<file path="src/rtl/exec_pkg.sv">
// Shared definitions for the EX-stage execute unit: op codes, FSM states and
// small op-class decode helpers.
package exec_pkg;

  localparam logic [4:0] OP_ADD    = 5'd0;
  localparam logic [4:0] OP_SUB    = 5'd1;
  localparam logic [4:0] OP_SLL    = 5'd2;
  localparam logic [4:0] OP_SLT    = 5'd3;
  localparam logic [4:0] OP_SLTU   = 5'd4;
  localparam logic [4:0] OP_XOR    = 5'd5;
  localparam logic [4:0] OP_SRL    = 5'd6;
  localparam logic [4:0] OP_SRA    = 5'd7;
  localparam logic [4:0] OP_OR     = 5'd8;
  localparam logic [4:0] OP_AND    = 5'd9;
  localparam logic [4:0] OP_PASS_B = 5'd10;
  localparam logic [4:0] OP_MUL    = 5'd16;
  localparam logic [4:0] OP_MULH   = 5'd17;
  localparam logic [4:0] OP_MULHSU = 5'd18;
  localparam logic [4:0] OP_MULHU  = 5'd19;
  localparam logic [4:0] OP_DIV    = 5'd20;
  localparam logic [4:0] OP_DIVU   = 5'd21;
  localparam logic [4:0] OP_REM    = 5'd22;
  localparam logic [4:0] OP_REMU   = 5'd23;

  typedef enum logic [1:0] {IDLE, MUL, DIV, DONE} state_t;

  // Multiply ops occupy 16..19 and divide ops 20..23.
  function automatic logic is_mul_op(input logic [4:0] op);
    return op[4:2] == 3'b100;
  endfunction

  function automatic logic is_div_op(input logic [4:0] op);
    return op[4:2] == 3'b101;
  endfunction

endpackage

</file>
<file path="src/rtl/alu_iterative_exec_mdu_core.sv">
// Iterative multiply/divide engine: one bit per cycle, shift-add multiply and
// restoring divide on magnitudes, with sign fix-up on the final step.
module mdu_iter_core
  #(
    parameter int XLEN  = 32,
    parameter int CNT_W = $clog2(XLEN) + 1
  )
  (
    input  logic            clk,
    input  logic            rst_n,
    input  logic            start,
    input  logic            clear,
    input  logic            is_div,
    input  logic            a_signed,
    input  logic            b_signed,
    input  logic [XLEN-1:0] a,
    input  logic [XLEN-1:0] b,
    output logic            done,
    output logic [XLEN-1:0] hi,
    output logic [XLEN-1:0] lo
  );

  logic              running;
  logic              op_div;
  logic              neg_lo;
  logic              neg_hi;
  logic [CNT_W-1:0]  cnt;
  logic [2*XLEN-1:0] acc;
  logic [2*XLEN-1:0] acc_next;
  logic [XLEN-1:0]   opnd;
  logic              a_neg;
  logic              b_neg;
  logic [XLEN-1:0]   mag_a;
  logic [XLEN-1:0]   mag_b;
  logic [XLEN:0]     sum;
  logic [XLEN:0]     shifted;
  logic [XLEN:0]     diff;
  logic [XLEN-1:0]   q;
  logic [XLEN-1:0]   r;

  assign a_neg = a_signed && a[XLEN-1];
  assign b_neg = b_signed && b[XLEN-1];
  assign mag_a = a_neg ? -a : a;
  assign mag_b = b_neg ? -b : b;

  // acc holds {partial product, multiplier} or {partial remainder, dividend/quotient}.
  always_comb begin
    sum     = {1'b0, acc[2*XLEN-1:XLEN]} + (acc[0] ? {1'b0, opnd} : {(XLEN+1){1'b0}});
    shifted = {acc[2*XLEN-1:XLEN], acc[XLEN-1]};
    diff    = shifted - {1'b0, opnd};
    if (op_div) begin
      acc_next = diff[XLEN] ? {shifted[XLEN-1:0], acc[XLEN-2:0], 1'b0}
                            : {diff[XLEN-1:0], acc[XLEN-2:0], 1'b1};
    end else begin
      acc_next = {sum, acc[XLEN-1:1]};
    end
  end

  assign q    = acc_next[XLEN-1:0];
  assign r    = acc_next[2*XLEN-1:XLEN];
  assign done = running && (cnt == CNT_W'(XLEN - 1));

  // Outputs are the fixed-up value of the step in progress so the caller can
  // register the answer on the same edge as the last iteration.
  always_comb begin
    if (op_div) begin
      hi = neg_hi ? -r : r;
      lo = neg_lo ? -q : q;
    end else begin
      {hi, lo} = neg_lo ? -acc_next : acc_next;
    end
  end

  always_ff @(posedge clk or negedge rst_n) begin
    if (!rst_n) begin
      running <= 1'b0;
      op_div  <= 1'b0;
      neg_lo  <= 1'b0;
      neg_hi  <= 1'b0;
      cnt     <= '0;
      acc     <= '0;
      opnd    <= '0;
    end else if (clear) begin
      running <= 1'b0;
      cnt     <= '0;
    end else if (start) begin
      running <= 1'b1;
      cnt     <= '0;
      op_div  <= is_div;
      acc     <= is_div ? {{XLEN{1'b0}}, mag_a} : {{XLEN{1'b0}}, mag_b};
      opnd    <= is_div ? mag_b : mag_a;
      neg_lo  <= a_neg ^ b_neg;
      neg_hi  <= a_neg;
    end else if (running) begin
      acc <= acc_next;
      cnt <= cnt + CNT_W'(1);
      if (done) begin
        running <= 1'b0;
      end
    end
  end

endmodule

</file>
<file path="src/rtl/alu_iterative_exec.sv">
// EX-stage execute unit: single-cycle RV32I ALU plus iterative RV32M engine,
// valid/ready on both sides and a synchronous flush.
module alu_iterative_exec
  import exec_pkg::*;
  #(
    parameter int XLEN     = 32,
    parameter int OP_W     = 5,
    parameter int ENABLE_M = 1,
    parameter int CNT_W    = $clog2(XLEN) + 1
  )
  (
    input  logic            clk,
    input  logic            rst_n,
    input  logic            in_valid,
    output logic            in_ready,
    input  logic [OP_W-1:0] alu_op,
    input  logic            d1_sel,
    input  logic            d2_sel,
    input  logic [XLEN-1:0] rs1_data,
    input  logic [XLEN-1:0] rs2_data,
    input  logic [XLEN-1:0] immediate,
    input  logic [XLEN-1:0] pc,
    input  logic            flush,
    output logic            out_valid,
    input  logic            out_ready,
    output logic [XLEN-1:0] result,
    output logic            busy
  );

  localparam int SHW = $clog2(XLEN);
  localparam logic [XLEN-1:0] MIN_NEG = {1'b1, {(XLEN-1){1'b0}}};

  state_t          state;
  logic [4:0]      op;
  logic [XLEN-1:0] op_a;
  logic [XLEN-1:0] op_b;
  logic [XLEN-1:0] base_res;
  logic [XLEN-1:0] imm_res;
  logic            m_en;
  logic            is_mul;
  logic            is_div;
  logic            sgn_a;
  logic            sgn_b;
  logic            div_special;
  logic            launch_iter;
  logic            accept;
  logic            sel_hi;
  logic            sel_hi_next;
  logic            core_start;
  logic            core_done;
  logic [XLEN-1:0] core_hi;
  logic [XLEN-1:0] core_lo;

  assign op     = 5'(alu_op);
  assign op_a   = d1_sel ? pc : rs1_data;
  assign op_b   = d2_sel ? immediate : rs2_data;
  assign m_en   = (ENABLE_M != 0);
  assign is_mul = m_en && is_mul_op(op);
  assign is_div = m_en && is_div_op(op);
  assign sgn_a  = (op == OP_MUL) || (op == OP_MULH) || (op == OP_MULHSU) ||
                  (op == OP_DIV) || (op == OP_REM);
  assign sgn_b  = (op == OP_MUL) || (op == OP_MULH) || (op == OP_DIV) || (op == OP_REM);
  assign sel_hi_next = (op == OP_MULH) || (op == OP_MULHSU) || (op == OP_MULHU) ||
                       (op == OP_REM) || (op == OP_REMU);

  // Divide-by-zero and signed overflow finish immediately without iterating.
  assign div_special = is_div && ((op_b == '0) || (sgn_b && op_a == MIN_NEG && op_b == '1));
  assign launch_iter = (is_mul || is_div) && !div_special;

  assign in_ready   = (state == IDLE) || (state == DONE && out_ready);
  assign accept     = in_valid && in_ready && !flush;
  assign core_start = accept && launch_iter;

  always_comb begin
    base_res = '0;
    case (op)
      OP_ADD:    base_res = op_a + op_b;
      OP_SUB:    base_res = op_a - op_b;
      OP_SLL:    base_res = op_a << op_b[SHW-1:0];
      OP_SLT:    base_res = {{(XLEN-1){1'b0}}, $signed(op_a) < $signed(op_b)};
      OP_SLTU:   base_res = {{(XLEN-1){1'b0}}, op_a < op_b};
      OP_XOR:    base_res = op_a ^ op_b;
      OP_SRL:    base_res = op_a >> op_b[SHW-1:0];
      OP_SRA:    base_res = $signed(op_a) >>> op_b[SHW-1:0];
      OP_OR:     base_res = op_a | op_b;
      OP_AND:    base_res = op_a & op_b;
      OP_PASS_B: base_res = op_b;
      default:   base_res = '0;
    endcase
    imm_res = base_res;
    if (div_special) begin
      if (op == OP_DIV || op == OP_DIVU) begin
        imm_res = (op_b == '0) ? '1 : op_a;
      end else begin
        imm_res = (op_b == '0) ? op_a : '0;
      end
    end
  end

  mdu_iter_core #(.XLEN(XLEN), .CNT_W(CNT_W)) u_core (
    .clk      (clk),
    .rst_n    (rst_n),
    .start    (core_start),
    .clear    (flush),
    .is_div   (is_div),
    .a_signed (sgn_a),
    .b_signed (sgn_b),
    .a        (op_a),
    .b        (op_b),
    .done     (core_done),
    .hi       (core_hi),
    .lo       (core_lo)
  );

  // A new accept can only happen from IDLE or a draining DONE, so it is
  // handled ahead of the per-state work.
  always_ff @(posedge clk or negedge rst_n) begin
    if (!rst_n) begin
      state     <= IDLE;
      out_valid <= 1'b0;
      result    <= '0;
      busy      <= 1'b0;
      sel_hi    <= 1'b0;
    end else if (flush) begin
      state     <= IDLE;
      out_valid <= 1'b0;
      busy      <= 1'b0;
    end else if (accept) begin
      sel_hi <= sel_hi_next;
      if (launch_iter) begin
        state     <= is_div ? DIV : MUL;
        busy      <= 1'b1;
        out_valid <= 1'b0;
      end else begin
        state     <= DONE;
        out_valid <= 1'b1;
        result    <= imm_res;
      end
    end else begin
      case (state)
        MUL, DIV: begin
          if (core_done) begin
            state     <= DONE;
            busy      <= 1'b0;
            out_valid <= 1'b1;
            result    <= sel_hi ? core_hi : core_lo;
          end
        end
        DONE: begin
          if (out_ready) begin
            state     <= IDLE;
            out_valid <= 1'b0;
          end
        end
        default: ;
      endcase
    end
  end

endmodule

</file>
<file path="config.mk">
export PLATFORM = sky130hd
export DESIGN_NAME = alu_iterative_exec
export DESIGN_NICKNAME = d
export VERILOG_FILES = /design/src/rtl/exec_pkg.sv /design/src/rtl/alu_iterative_exec_mdu_core.sv /design/src/rtl/alu_iterative_exec.sv
export SDC_FILE = /design/constraint.sdc
export NUM_CORES = 1
export LEC_CHECK = 0
export CAP_MARGIN = 25
export CORE_MARGIN = 1.5
export CORE_UTILIZATION = 35
export DETAILED_ROUTE_END_ITERATION = 7
export DONT_BUFFER_PORTS = 1
export SLEW_MARGIN = 10
export SYNTH_ARGS = -nofsm -noshare
export SYNTH_HDL_FRONTEND = slang
export SYNTH_SLANG_ARGS = --single-unit
</file>
<file path="constraint.sdc">
create_clock -name clk -period 12.38 [get_ports clk]
set_input_delay 1.857 -clock clk [delete_from_list [all_inputs] [get_ports clk]]
set_output_delay 1.857 -clock clk [all_outputs]
set_load 0.03 [all_outputs]
</file>
# Yosys cells after proc, flatten, opt, wreduce, memory -nomap -nowiden
# Cells that the tools add are included.
# word_totals
elab_cells,157
ff_bits,143
input_bits,140
output_inout_bits,35
# classes
eq_ne,30
n_addsub,10
shifts,3
n_lt_le_gt_ge,2
n_mux,51
reduce_logical,44
bitwise,5
# ops
operator,n
2-to-1 mux 32 bit,20
case mux 32 bit (11 select lines),1
2-to-1 mux 64 bit,5
negation 32 bit,4
equality test 32 bit (second input constant),2
< comparator 32 bit,2
negation 64 bit,1
equality test 5 bit (second input constant),8
adder 32 x 33 -> 33 bit,1
subtractor 33 x 32 -> 33 bit,1
adder 32 bit,1
AND 32 bit,1
zero test 32 bit,1
bitwise OR 32 bit,1
left shift 32 x 5 -> 32 bit,1
>> shifter 32 x 5 -> 32 bit,1
>>> shifter 32 x 5 -> 32 bit,1
subtractor 32 bit,1
bitwise XOR 32 bit,1
equality test 5 x 3 -> 1 bit (second input constant),4
2-to-1 mux 6 bit,3
equality test 5 x 4 -> 1 bit (second input constant),3
logical OR 1 bit,14
2-to-1 mux 1 bit,14
other kinds (26),53

# Logic depth before layout (Yosys ltp)
# Gate-level depths: netlist of the first run.
# depth
depth_word,13
mapped_depth,25
mapped_depth_nobuf,23

# By module
# Synthesis of the first run repeated with hierarchy kept, for this count alone.
# hier_totals
cells_unflattened,3698
hier_area_um2,26036.2
# modules_own_cells
mod,cells_each,area_each_um2,instances,seq_area_each_um2
mdu_iter_core,1841,13197.7,1,2652.5
alu_iterative_exec,1857,12838.6,1,925.9

# Worst setup path before layout of the first run
# OpenSTA, ideal clock, no wires.
# synth_timing
kind,input-to-reg
startpoint,input d2_sel
endpoint,register result[31]
setup_slack_ps,5026
stages,21
path_buffers,6
arrival_ps,7199
path_cell_list,buf_2 -> buf_1 -> clkbuf_1 -> mux2i_1 -> clkbuf_1 -> clkbuf_1 -> buf_1 -> ha_1 -> a21o_1 -> a21o_1 -> nor3b_1 -> o22a_1 -> a221o_1 -> o31a_1 -> o41a_1 -> a22o_1 -> mux2_2 -> a2111oi_0 -> o41ai_1 -> o21ai_0 -> a21oi_1
# synth_between
elab_chain_cells,9
elab_cells_between_ends,25
cone_classes,add/sub: 2; eq/ne: 2; shift: 3; mux: 8; bitwise: 3; reduce/logical: 7
# synth_lines
element,line,source
from (decl),alu_iterative_exec.sv:18,"input logic d2_sel,"
2-to-1 mux 32 bit (*),alu_iterative_exec.sv:56,assign op_b = d2_sel ? immediate : rs2_data;
branches (longest 8 deep; another with subtractor 32 bit),n/a,
to (signal assigned),alu_iterative_exec.sv:137,result <= imm_res;
to (signal assigned),alu_iterative_exec.sv:146,result <= sel_hi ? core_hi : core_lo;
to (decl),alu_iterative_exec.sv:26,"output logic [XLEN-1:0] result,"
# Mark *: on every way between the ends. The select of a mux whose other input is x is not followed.
# A chain may end at the register's enable or synchronous reset.

# Worst setup path in the final report of the first run
# layout_timing
startpoint,input d1_sel
endpoint,register result[29]
# layout_between
elab_chain_cells,10
elab_cells_between_ends,25
cone_classes,add/sub: 2; eq/ne: 2; shift: 3; mux: 8; bitwise: 3; reduce/logical: 7
# layout_lines
element,line,source
from (decl),alu_iterative_exec.sv:17,"input logic d1_sel,"
2-to-1 mux 32 bit (*),alu_iterative_exec.sv:55,assign op_a = d1_sel ? pc : rs1_data;
branches (longest 9 deep; another with subtractor 32 bit),n/a,
# Marks and branches as above.

==> results.cfg, run 1 <==
[run_status]
status = finished clean

[die]
core.rowCount = 96
coreArea_um2 = 68500
die_area_um2 = 70700
die_h_um = 266
pin_count = 175
initial_core_util_pct = 35.3
fp.dieW_um = 266

[clocking]
htreeDepth = 4
hold_buffers = 0
tritoncts = built
cts_resized = 0
cts_setup_buffers = 0
clk_pin_slew_ps = 70
cts_root_buffer = clkbuf_16
cts-buffers-inserted = 17
cts_buffer_depth = 2
cts.sinks = 143
clkLatencyLatePin_ps = 460

[worst_setup_path]
r2r-start = u_core.acc[31]
startpoint = d1_sel
cp.arrival_ps = 7060
criticalPathCategory = primary input to flop
critPathCaptureType = flop
cp_common_cell = o31ai_1
start_kind = primary input
crit_chain = mux2i_1 > ha_1 > o21ai_0 > nor4_2 > nand4_1 > o31ai_1 > a21oi_4 > buf_4 > or2_2 > nor2_1 > nand3_1 > o31ai_1 > a311o_1 > a221oi_2
crit_buf_inv = 1
critPathRequiredTime_ps = 12690
cpPeakStageDelay_ps = 760
cp_slowest_cell = nor4_2
path_max_fanout = 40
path_delay_family = simple AND/OR/NAND/NOR gates

[synthesis]
ys_ff_latch = 143
yosysSeqAreaShare_pct = 14.8
synth_edf_count = 0
syn_inst = 3519
async_reset_ff_share_pct = 100
synth_nets = 3832
syn_area_per_cell_um2 = 6.88
synth_area_um2 = 24200
yosys_most_used_dff = dfrtp_1
yosysWarnings = 0
ys_types = 90

[final_layout]
finalInstanceArea_um2 = 25900
area_delta_synth_final_pct = 6.91
final_common_cell = nand2_1
drive_above_1_share_pct = 6.32
layout.nets = 3716
final_cell_mix = 384 x nand2_1, 360 x nor2_1, 343 x o21ai_0

[power_and_ir_drop]
power.share.sequential_pct = 19.4
power_density_nw_per_um2 = 214
power.leakage_nw = 10.8
combPwrFrac_pct = 71.2
irDropWorstVdd_mv = 0.115
p_sw_share_pct = 56.6
p_int_w = 0.00241
switching_power_w = 0.00314
clkPwrFrac_pct = 9.4

[worst_hold_path]
hp-class = flop to flop
min-delay-start = u_core.acc[26]

[timing]
fin_crit_ps = 6750
finalCritPeriodShare_pct = 54.5
rsz0062_at_grt = false
setup_viol = 0
skew_ps = 12.9
max_freq_mhz = 148
hold_viol = 0
setup_tns_ps = 0
slew_headroom_pct = 20.4
worst_pin_slew_ps = 1190
drv_slew = 0

[global_route]
use_met2_pct = 53.4
grtUsageTotal_pct = 33.6
met1_usage_pct = 42.9
grt_max_degree = 144
grt-ovfl-total = 0
grt_pass1_vias = 25973
grt_first_pass_wirelength_um = 177000
antenna_found_initial = 5
grt.busiest_layer = met2
met3_usage_pct = 4.64

[route]
route.detailed.drc = 0
wire_per_inst_um = 28.5
drt_iter0_drc = 3350
ant_nets = 0
dr.pass1.iters = 7
num_vias = 27810
routed_wirelength_um = 122000
via_per_inst = 6.46

[place]
placed_cell_area_um2 = 25300
gp_congestion = 1.07
hpwl_um = 98000
portBuffers = 0

[run]
cap_violations = 0
==> synthesized netlist by cell type, types with 32 or more instances <==
master    instances  area (µm²)
nor2_1          362        1360
o211ai_1         54         405
o21ai_0         343        1720
a21o_1           67         503
nand4_1          43         269
xnor2_1         136        1190
a211oi_1         59         443
inv_1           153         574
clkbuf_1        187         702
xor2_1           32         280
a31oi_1          58         363
buf_1            34         128
a221oi_1         32         280
and2_1           63         394
o22ai_1          39         244
nand3_1          80         400
nand2_1         385        1450
dfrtp_1         143        3580
nor3_1           84         420
mux2i_1         156        1560
a21oi_1         337        1690
ha_1            169        2110
==> state kept, by name (all words and copies together) (netlist names) <==
| name | cells |
|---|---|
| result | 32 |
| sel_hi | 1 |
| u_core.running | 1 |
| u_core.acc | 64 |
| u_core.opnd | 32 |
| state | 2 |
| busy | 1 |
| u_core.cnt | 6 |
| u_core.neg_lo | 1 |
| out_valid | 1 |
| u_core.op_div | 1 |
| u_core.neg_hi | 1 |
==> area by class of cell <==
type / instances / area (µm²)
inverter: 155 / 582
multi-input combinational: 2982 / 19200
timing repair buffer: 104 / 798
antenna: 4 / 10.0
tap: 882 / 1100
clock buffer: 21 / 460
fill: 7404 / 42600
sequential: 143 / 3580
clock inverter: 11 / 116
==> layer usage <==
layer / vias up / wire, µm
li1: 12674 / -
met3: 308 / 10500
met5: - / 13
met1: 13298 / 49100
met4: 2 / 8630
met2: 1528 / 54200
==> worst paths after layout <==
kind | end | slack [ps] | depth (start not counted)
worst max-delay path | result[29] | 5630 | 14
worst min-delay path | u_core.acc[26] | 540 | 2
worst max register to register | result[2] | 5810 | 24
worst min register to register | u_core.acc[26] | 540 | 2
max in group asynchronous | u_core.acc[54] | 10990 | 0
min in group asynchronous | u_core.cnt[4] | 1100 | 0
==> tightest hold or removal path, cell delays in order (launching register included) <==
cell and delay [ps]:
dfrtp_1 390, nand2_1 60, o21ai_0 60
==> cell families after synthesis <==
kind of cell,count (synthesis),synth area share (%)
AOI/OAI and AO/OA,1280,33.9
xor gates and xnor gates,168,6.08
adders and majority gates,175,9.15
buffers and inverters,394,6.21
DFF,143,14.8
muxes,176,7.38
and+or+nand+nor,1183,22.5
==> power by group through the flow <==
stage                     Sequential, W  Clock [W]  Combinational (W)
after floorplan                0.000916          0            0.00280
after global placement          0.00108          0            0.00380
after detailed placement        0.00108          0            0.00381
after CTS                       0.00107   0.000529            0.00384
after global routing            0.00109   0.000546            0.00428
final                           0.00108   0.000523            0.00395
==> per-stage QoR <==
| step | total power (W) | std cells | util (%) | setup slack, ps | hold slack (ps) |
|---|---|---|---|---|---|
| 2_1_floorplan | 0.00372 | 3519 | - | 5030 | 466 |
| 3_3_place_gp | 0.00488 | 4261 | 36.8 | 5550 | 514 |
| 3_5_place_dp | 0.00489 | 4265 | 36.9 | 5330 | 522 |
| 4_1_cts | 0.00544 | 4297 | 37.7 | 5800 | 537 |
| 5_1_grt | 0.00591 | 4302 | 37.8 | 5410 | 566 |
| 6_report | 0.00555 | 4302 | 37.8 | 5630 | 538 |
No activity file was read; power rests on OpenSTA's default activity.
==> run 2: changes to the inputs <==
clock period = 7 ns   (was 12.38 ns; I/O delays follow)
==> run 2 against run 1 <==
Die area stayed put. Sequential cell count unchanged. Worst setup slack got worse by 5000 ps. Clock power rose by 100%. First-iteration DRC count down 6.5%. Critical path depth rose by 4. Combinational power rose by 75%. Power grew 79%. Via count is essentially flat. Critical endpoint is now result[26]. Largest power group unchanged.
==> results.cfg, run 2 (synthesis results as in run 1) <==
[run]
cap_violations = 0

[die]
pin_count = 175
die_area_um2 = 70700
fp.dieW_um = 266
coreArea_um2 = 68500
core.rowCount = 96
initial_core_util_pct = 35.3
die_h_um = 266

[place]
portBuffers = 0
hpwl_um = 96200
place_inst = 4273
gp_congestion = 1.08

[final_layout]
area_delta_synth_final_pct = 7.61
reg.largest.list = u_core.acc: 64 flops, result: 32 flops, u_core.opnd: 32 flops
post-route-util_pct = 38.0
final_cell_mix = 384 x nand2_1, 360 x nor2_1, 343 x o21ai_0
final_common_cell = nand2_1
layout.nets = 3727
layout.cells.non_filler = 4313
drive_above_1_share_pct = 6.71
largest_register_ffs = 64
regMostFlops = u_core.acc

[worst_setup_path]
cp.arrival_ps = 6670
cp_slowest_cell = a2bb2oi_2
rr_worst_depth = 18
start_kind = flop
criticalPathCategory = flop to flop
critPathRequiredTime_ps = 7320
r2r_end = result[26]
r2r-start = u_core.acc[31]
critPathCaptureType = flop
crit_chain = inv_1 > ha_1 > inv_1 > fa_1 > a21o_1 > a221o_1 > o2bb2ai_2 > a41oi_2 > a2bb2oi_2 > a211oi_1 > a221oi_1 > ha_1 > nand3_1 > or3_1 > a2111oi_2 > nor3_1 > a2111oi_0 > nor3_1
path_max_fanout = 14
path_delay_family = compound AO/OA/AOI/OAI gates
reg2reg_slack_ps = 650
cpPeakStageDelay_ps = 670
crit_buf_inv = 2

[route]
routed_wirelength_um = 120000
wire_per_inst_um = 27.9
ant_nets = 0
via_per_inst = 6.45
dr.pass1.iters = 7
num_vias = 27807
route.detailed.drc = 0
drt_iter0_drc = 3132

[clocking]
clk_pin_slew_ps = 70
cts_root_buffer = clkbuf_16
hold_buffers = 0
cts-buffers-inserted = 17
cts_resized = 0
clkLatencyLatePin_ps = 460
cts_buffer_depth = 2
htreeDepth = 4
cts_setup_buffers = 0
tritoncts = built
cts.sinks = 143

[global_route]
grt_first_pass_wirelength_um = 174000
grt_max_degree = 144
grt_pass1_vias = 26308
grtUsageTotal_pct = 33.0
antenna_found_initial = 6
grt-ovfl-total = 0

[timing]
finalCritPeriodShare_pct = 90.7
rsz0062_at_grt = false
fin_crit_ps = 6350
setup_tns_ps = 0
skew_ps = 8.23
setup_viol = 0
slew_headroom_pct = 17.0
worst_pin_slew_ps = 1210
hold_viol = 0
max_freq_mhz = 157
drv_slew = 0

[power_and_ir_drop]
power.leakage_nw = 10.9
power_density_nw_per_um2 = 381
irDropWorstVdd_mv = 0.244

[worst_hold_path]
hp-class = primary input to asynchronous set/reset pin

[run_status]
status = finished clean
==> run 2: changes by cell type in the layout (fill, tap and decap cells not counted), sizes merged <==
cell	change
clkinv	-4
clkinvlp	-1
clkdlybuf4s15	+1
bufinv	+3
inv	+5
buf	+8
clkbuf	-1
==> run 2: worst max path at each step <==
stage,from,to,slack [ps],cells after the start
6_report,u_core.acc[31],result[26],650,18
5_1_grt,u_core.acc[31],result[26],370,18
4_1_cts,u_core.acc[31],result[26],850,18
3_5_place_dp,u_core.acc[31],result[26],880,18
3_3_place_gp,u_core.acc[31],result[26],880,18
2_1_floorplan,d2_sel,result[31],450,21
==> run 2: routing by layer <==
| layer | up-vias | global-route usage (%) | routed length [µm] |
|---|---|---|---|
| met5 | - | 0 | 31 |
| met4 | 4 | 20.3 | 8080 |
| met3 | 356 | 5.82 | 11000 |
| met2 | 1593 | 52.6 | 53300 |
| met1 | 13146 | 41.5 | 47900 |
| li1 | 12708 | - | - |
==> run 2: layout make-up <==
cell class / instances / area [µm²]
diodes: 4 / 10.0
clock buffers: 18 / 429
clock inverters: 14 / 229
fillers: 7326 / 42400
inverters: 155 / 582
multi-input cells: 2982 / 19200
flip-flops and latches: 143 / 3580
well taps: 882 / 1100
repair buffers: 115 / 880
==> run 2: through the flow <==
step	worst slack (ps)	hold WS, ps	area [µm²]	power [W]
2_1_floorplan	453	466	24200	0.00657
5_1_grt	370	281	26000	0.0105
4_1_cts	854	278	26000	0.00971
6_report	651	294	26000	0.00993
3_5_place_dp	883	524	25300	0.00859
3_3_place_gp	878	501	25300	0.00860
==> run 2: power by group <==
group / leakage (nW) / internal, W / switching (W)
logic: 8.85 / 0.00252 / 0.00440
registers: 1.76 / 0.00119 / 0.000754
clock network: 0.314 / 0.000640 / 0.000425
total: 10.9 / 0.00435 / 0.00558
==> run 2: worst reg2reg max path: stages, from the launching register on <==
cell	delay (ps)
dfrtp_1	410
inv_1	330
ha_1	250
inv_1	50
fa_1	400
a21o_1	210
a221o_1	420
o2bb2ai_2	180
a41oi_2	330
a2bb2oi_2	680
a211oi_1	170
a221oi_1	630
ha_1	310
nand3_1	130
or3_1	520
a2111oi_2	460
nor3_1	80
a2111oi_0	570
nor3_1	90
